$ cat config.mk
export PLATFORM = sky130hd
export DESIGN_NAME = interfpga_link
export DESIGN_NICKNAME = d
export VERILOG_FILES = /design/src/rtl/interfpga_link.sv
export SDC_FILE = /design/constraint.sdc
export NUM_CORES = 1
export LEC_CHECK = 0
export CORE_MARGIN = 2
export CORE_UTILIZATION = 40
export DETAILED_ROUTE_END_ITERATION = 7
export HOLD_SLACK_MARGIN = 0.1
export PLACE_DENSITY_LB_ADDON = 0.15
export SYNTH_ARGS = -nofsm -noshare
export SYNTH_HDL_FRONTEND = slang
export SYNTH_SLANG_ARGS = --single-unit
export TNS_END_PERCENT = 30
$ cat constraint.sdc
create_clock -name clk -period 3.7 [get_ports clk]
set_clock_uncertainty 0.15 [all_clocks]
set_input_delay 0.74 -clock clk [delete_from_list [all_inputs] [get_ports clk]]
set_output_delay 0.74 -clock clk [all_outputs]
set_load 0.005 [all_outputs]
$ cat src/rtl/interfpga_link.sv
// interfpga_link: serialises words onto a narrow lane bus with even parity and
// receives the same framing into a FIFO with sticky error flags.
module interfpga_link #(
    parameter int DATA_W = 8,
    parameter int LANE_W = 4,
    parameter int HOLD   = 2,
    parameter int DEPTH  = 4
) (
    input  logic                   clk,
    input  logic                   reset,
    input  logic [DATA_W-1:0]      s_data,
    input  logic                   s_valid,
    output logic                   s_ready,
    output logic [LANE_W-1:0]      data_o,
    output logic                   ctrl_o,
    output logic                   par_o,
    input  logic [LANE_W-1:0]      data_i,
    input  logic                   ctrl_i,
    input  logic                   par_i,
    output logic [DATA_W-1:0]      m_data,
    output logic                   m_valid,
    input  logic                   m_ready,
    output logic [$clog2(DEPTH):0] rx_count,
    input  logic                   clear_err,
    output logic                   parity_err,
    output logic                   frame_err,
    output logic                   overflow
);

    localparam int BEATS = DATA_W / LANE_W;
    localparam int BW    = $clog2(BEATS + 1);
    localparam int HW    = $clog2(HOLD + 1);
    localparam int AW    = $clog2(DEPTH);
    localparam int CW    = AW + 1;

    localparam logic [BW-1:0] LAST_BEAT = BW'(BEATS - 1);
    localparam logic [HW-1:0] LAST_SUB  = HW'(HOLD - 1);

    localparam logic [1:0] TX_IDLE = 2'd0;
    localparam logic [1:0] TX_SEND = 2'd1;
    localparam logic [1:0] TX_GAP  = 2'd2;

    localparam logic [1:0] RX_IDLE = 2'd0;
    localparam logic [1:0] RX_RECV = 2'd1;
    localparam logic [1:0] RX_WAIT = 2'd2;

    if (DATA_W % LANE_W != 0 || HOLD < 1 || DEPTH < 2 || (DEPTH & (DEPTH - 1)) != 0) begin : g_bad_params
        $error("interfpga_link: invalid parameter combination");
    end

    logic [1:0]        tx_state_q, tx_state_d;
    logic [DATA_W-1:0] tx_sh_q, tx_sh_d;
    logic              tx_par_q, tx_par_d;
    logic [BW-1:0]     tx_beat_q, tx_beat_d;
    logic [HW-1:0]     tx_sub_q, tx_sub_d;
    logic              tx_send;

    // The word is shifted down one lane per beat so the current beat is always the low lanes.
    always_comb begin
        tx_state_d = tx_state_q;
        tx_sh_d    = tx_sh_q;
        tx_par_d   = tx_par_q;
        tx_beat_d  = tx_beat_q;
        tx_sub_d   = tx_sub_q;
        case (tx_state_q)
            TX_IDLE: if (s_valid) begin
                tx_state_d = TX_SEND;
                tx_sh_d    = s_data;
                tx_par_d   = ^s_data;
                tx_beat_d  = '0;
                tx_sub_d   = '0;
            end
            TX_SEND: if (tx_sub_q == LAST_SUB) begin
                tx_sub_d  = '0;
                tx_beat_d = tx_beat_q + BW'(1);
                tx_sh_d   = tx_sh_q >> LANE_W;
                if (tx_beat_q == LAST_BEAT) tx_state_d = TX_GAP;
            end else begin
                tx_sub_d = tx_sub_q + HW'(1);
            end
            TX_GAP:  tx_state_d = TX_IDLE;
            default: tx_state_d = TX_IDLE;
        endcase
    end

    always_ff @(posedge clk) begin
        if (reset) begin
            tx_state_q <= TX_IDLE;
            tx_sh_q    <= '0;
            tx_par_q   <= 1'b0;
            tx_beat_q  <= '0;
            tx_sub_q   <= '0;
        end else begin
            tx_state_q <= tx_state_d;
            tx_sh_q    <= tx_sh_d;
            tx_par_q   <= tx_par_d;
            tx_beat_q  <= tx_beat_d;
            tx_sub_q   <= tx_sub_d;
        end
    end

    assign tx_send = (tx_state_q == TX_SEND) && !reset;
    assign s_ready = (tx_state_q == TX_IDLE) && !reset;
    assign ctrl_o  = tx_send;
    assign data_o  = tx_send ? tx_sh_q[LANE_W-1:0] : '0;
    assign par_o   = tx_send & tx_par_q;

    logic [1:0]        rx_state_q, rx_state_d;
    logic [DATA_W-1:0] rx_word_q, rx_word_d;
    logic [BW-1:0]     rx_beat_q, rx_beat_d;
    logic [HW-1:0]     rx_sub_q, rx_sub_d;
    logic              rx_act, rx_abort, rx_sample, rx_last, rx_match;
    logic              push, wr, pop, full;

    // An IDLE cycle with ctrl_i high already counts as beat 0, sub-cycle 0.
    always_comb begin
        rx_act    = ctrl_i && (rx_state_q == RX_IDLE || rx_state_q == RX_RECV);
        rx_abort  = !ctrl_i && rx_state_q == RX_RECV;
        rx_sample = rx_act && rx_sub_q == LAST_SUB;
        rx_last   = rx_sample && rx_beat_q == LAST_BEAT;
        rx_word_d = rx_sample ? (rx_word_q >> LANE_W) | (DATA_W'(data_i) << (DATA_W - LANE_W)) : rx_word_q;
        rx_match  = (^rx_word_d) == par_i;
        rx_sub_d  = (!rx_act || rx_sample) ? '0 : rx_sub_q + HW'(1);
        rx_beat_d = !rx_act ? '0 : rx_sample ? rx_beat_q + BW'(1) : rx_beat_q;
        rx_state_d = rx_last ? RX_WAIT :
                     rx_abort ? RX_IDLE :
                     rx_act ? RX_RECV :
                     (rx_state_q == RX_WAIT && ctrl_i) ? RX_WAIT : RX_IDLE;
    end

    always_ff @(posedge clk) begin
        if (reset) begin
            rx_state_q <= RX_IDLE;
            rx_word_q  <= '0;
            rx_beat_q  <= '0;
            rx_sub_q   <= '0;
        end else begin
            rx_state_q <= rx_state_d;
            rx_word_q  <= rx_word_d;
            rx_beat_q  <= rx_beat_d;
            rx_sub_q   <= rx_sub_d;
        end
    end

    logic [DATA_W-1:0] mem_q [DEPTH];
    logic [AW-1:0]     wr_ptr_q, rd_ptr_q;
    logic [CW-1:0]     count_q, count_d;
    logic              perr_q, ferr_q, ovf_q;

    // Writing at the final frame edge makes the word visible the cycle after the frame.
    assign push    = rx_last && rx_match;
    assign full    = count_q == CW'(DEPTH);
    assign m_valid = (count_q != '0) && !reset;
    assign pop     = m_valid && m_ready;
    assign wr      = push && (!full || pop);
    assign count_d = count_q + CW'(wr) - CW'(pop);

    always_ff @(posedge clk) begin
        if (wr && !reset) mem_q[wr_ptr_q] <= rx_word_d;
    end

    always_ff @(posedge clk) begin
        if (reset) begin
            wr_ptr_q <= '0;
            rd_ptr_q <= '0;
            count_q  <= '0;
            perr_q   <= 1'b0;
            ferr_q   <= 1'b0;
            ovf_q    <= 1'b0;
        end else begin
            wr_ptr_q <= wr_ptr_q + AW'(wr);
            rd_ptr_q <= rd_ptr_q + AW'(pop);
            count_q  <= count_d;
            perr_q   <= (perr_q & ~clear_err) | (rx_last & ~rx_match);
            ferr_q   <= (ferr_q & ~clear_err) | rx_abort;
            ovf_q    <= (ovf_q & ~clear_err) | (push & full & ~pop);
        end
    end

    assign m_data     = m_valid ? mem_q[rd_ptr_q] : '0;
    assign rx_count   = reset ? '0 : count_q;
    assign parity_err = perr_q & ~reset;
    assign frame_err  = ferr_q & ~reset;
    assign overflow   = ovf_q & ~reset;

endmodule

==> results_dict.tcl, run 1 <==
set metrics [dict create \
    cts_buffer_depth 2 \
    cts-root-buf "clkbuf_8" \
    finalWorstSetupSlack_ns 0.298 \
    met2_usage 0.225 \
    core_mm2 0.00733 \
    ys_warn_count 0 \
    busiest_layer "met2" \
    clkTransAtPathRegs_ns 0.07 \
    port_buffers 40 \
    cp_max_fo 11 \
    synth_cells 255 \
    synth_edf_count 32 \
    place_hpwl_mm 4.11 \
    power_leakage_nw 1.42 \
    cap_violations 0 \
    critPathLaunchType "input port" \
    via_count 1996 \
    cts_tree "built" \
    io_pins 41 \
    dieHeight_um 91.6 \
    reg2reg_slack_ns 1.10 \
    synth_top_area_frac 0.313 \
    drc 0 \
    worst_slew_pin_slew_ns 0.651 \
    rows 31 \
    start_util 0.419 \
    grt_pass1_wl_mm 9.78 \
    area_growth_pct 25.7 \
    drv_slew 0 \
    irDropWorstVdd_v 0.000220 \
    antenna_found_initial 0 \
    final.setup.tns_ns 0 \
    async_flop_share 0 \
    yosys_most_used_dff "dfxtp_1" \
    post_cts_buffers 0 \
    cts_resized 0 \
    final_layout_size_suffix_gt1_frac 0.139 \
    cts_hold_buf 0 \
    gr-usage-all-layers 0.154 \
    dp_slack_ns 0.274 \
    p_per_area_mw_per_mm2 484 \
    crit_type "input port to primary output" \
    totalWireLength_mm 5.96 \
    endpoint_kind "primary output" \
    hold_viol_final 0 \
    ys_top_cells_by_area "edfxtp_1, dfxtp_1, xnor2_1" \
    rsz0062_at_grt "false" \
    grt_pass1_vias 2013 \
    synth.net_count 282 \
    arrival_ns 2.51 \
    die-area_mm2 0.00840 \
    maxSlewHeadroom 0.564 \
    cts_buffers 9 \
    yosys.area.top_type "edfxtp_1" \
    die_w_um 91.6 \
    grt_util_met3 0.0427 \
    fillers 644 \
    met1_usage 0.211 \
    period_minus_slack_ns 3.40 \
    clk_latency_ns 0.34 \
    via_per_inst 4.89 \
    status "completed" \
    critPathRequiredTime_ns 2.81 \
    cts-htree-levels 3 \
    finalSetupViolCount 0 \
    gr-total-overflow 0 \
    gp_congestion 0.771 \
    grt_max_degree 16 \
    first_pass_iters 4 \
    drtIter0Drc 88 \
    wl_per_cell_um 14.6 \
    seq_area_frac_synth 0.567 \
    fin_crit_sh 0.919 \
    fmax_mhz 294 \
    antenna_left 0 \
    nNetsFinal 331 \
    clock-sinks 71 \
    diodes 0 \
    synth_cell_type_count 37 \
    netlist_area_mm2 0.00307 \
    ys_seq_elements 71 \
    hold_class "flip-flop to flip-flop" \
    avgSynthCellArea_um2 12.0 \
]
-- flip-flops by register name, indices dropped and copies added (netlist names) --
name        flops
perr_q          1
ovf_q           1
tx_state_q      2
tx_sh_q         8
rx_sub_q        2
rx_state_q      2
ferr_q          1
tx_sub_q        2
mem_q          32
tx_beat_q       2
count_q         3
wr_ptr_q        2
rx_word_q       8
rd_ptr_q        2
tx_par_q        1
rx_beat_q       2
-- critical path, cell delays in order --
cell	delay (ns)
clkdlybuf4s50_1	0.59
nor2_1	0.25
nor3_1	0.07
buf_4	0.19
nor2b_1	0.15
clkdlybuf4s50_1	0.52
-- stage by stage --
stage | power [mW] | cell area [um2] | util | hold slack, ns | instances
after floorplan | 1.04 | 3070 | - | 0.258 | 255
after global placement | 1.14 | 3620 | 0.493 | 0.266 | 392
after detailed placement | 1.14 | 3620 | 0.493 | 0.288 | 392
after CTS | 1.89 | 3860 | 0.527 | 0.300 | 408
after global routing | 1.95 | 3860 | 0.527 | 0.323 | 408
final | 1.87 | 3860 | 0.527 | 0.292 | 408
-- final timing paths --
check                             startpoint     endpoint  cells after the start
worst max-delay path                   reset    m_data[3]                      6
worst min register to register   rx_sub_q[0]  rx_sub_q[0]                      1
worst min-delay path             rx_sub_q[0]  rx_sub_q[0]                      1
worst max register to register  rx_word_q[4]   count_q[1]                      8
-- kinds of logic (layout without fill, tap and decap cells) --
family	after synthesis	after routing	synth area share
mux	17	17	0.0912
flops	71	71	0.567
fa+ha+maj	8	8	0.0350
buf+inv	24	78	0.0310
xor+xnor	23	23	0.0701
simple gates	91	91	0.156
compound gates	21	21	0.0493
-- synthesized netlist by cell type (all sizes together), types with 2 or more instances --
master and number:
dfxtp 39, edfxtp 32, nor2 29, xnor2 21, nor2b 18, inv 13, nand2 13, and2 8
mux2 8, mux4 8, a21oi 7, ha 7, clkbuf 6, nor3 6, and3 5, buf 5
a22oi 4, a311oi 4, a211oi 2, nand2b 2, nand4b 2, nor3b 2, nor4 2
-- cell type report --
type | instances | area, um2 | share of cell area
clock inverter | 7 | 120 | 0.0311
tap | 99 | 124 | 0.0321
clock buffer | 9 | 124 | 0.0321
sequential | 71 | 1740 | 0.451
timing repair buffer | 49 | 468 | 0.121
inverter | 13 | 48.8 | 0.0126
multi-input combinational | 160 | 1230 | 0.320
-- power by group --
group          leakage, nW  total [mW]  switching (mW)  internal, mW
logic                0.698       0.258           0.116         0.142
clock network        0.120       0.748           0.299         0.450
registers            0.598       0.864          0.0246         0.839
total                 1.42        1.87           0.439          1.43
-- layer usage --
layer,wire length [um],vias up
li1,-,997
met1,2960,955
met2,2670,37
met3,236,7
met4,93,0
met5,0,-
-- layout by cell type, fill, tap and decap left out, types with 6 or more instances in the layout --
| master | netlist | final |
|---|---|---|
| nor3_1 | 6 | 6 |
| and2_1 | 8 | 8 |
| nor2b_1 | 18 | 18 |
| mux2_2 | 8 | 8 |
| nand2_1 | 13 | 13 |
| edfxtp_1 | 32 | 32 |
| a21oi_1 | 7 | 7 |
| clkdlybuf4s50_1 | 0 | 40 |
| dfxtp_1 | 39 | 39 |
| mux4_2 | 8 | 8 |
| buf_4 | 0 | 9 |
| clkbuf_8 | 0 | 9 |
| ha_1 | 7 | 7 |
| xnor2_1 | 21 | 21 |
| inv_1 | 13 | 13 |
| nor2_1 | 29 | 29 |
Note: power is estimated with default switching activity, not from simulation.
==> run 2: changes to the inputs <==
- CAP_MARGIN: unset -> 10
==> results of run 2 <==
No change in the layout: final DEF, timing and power equal those of run 1.
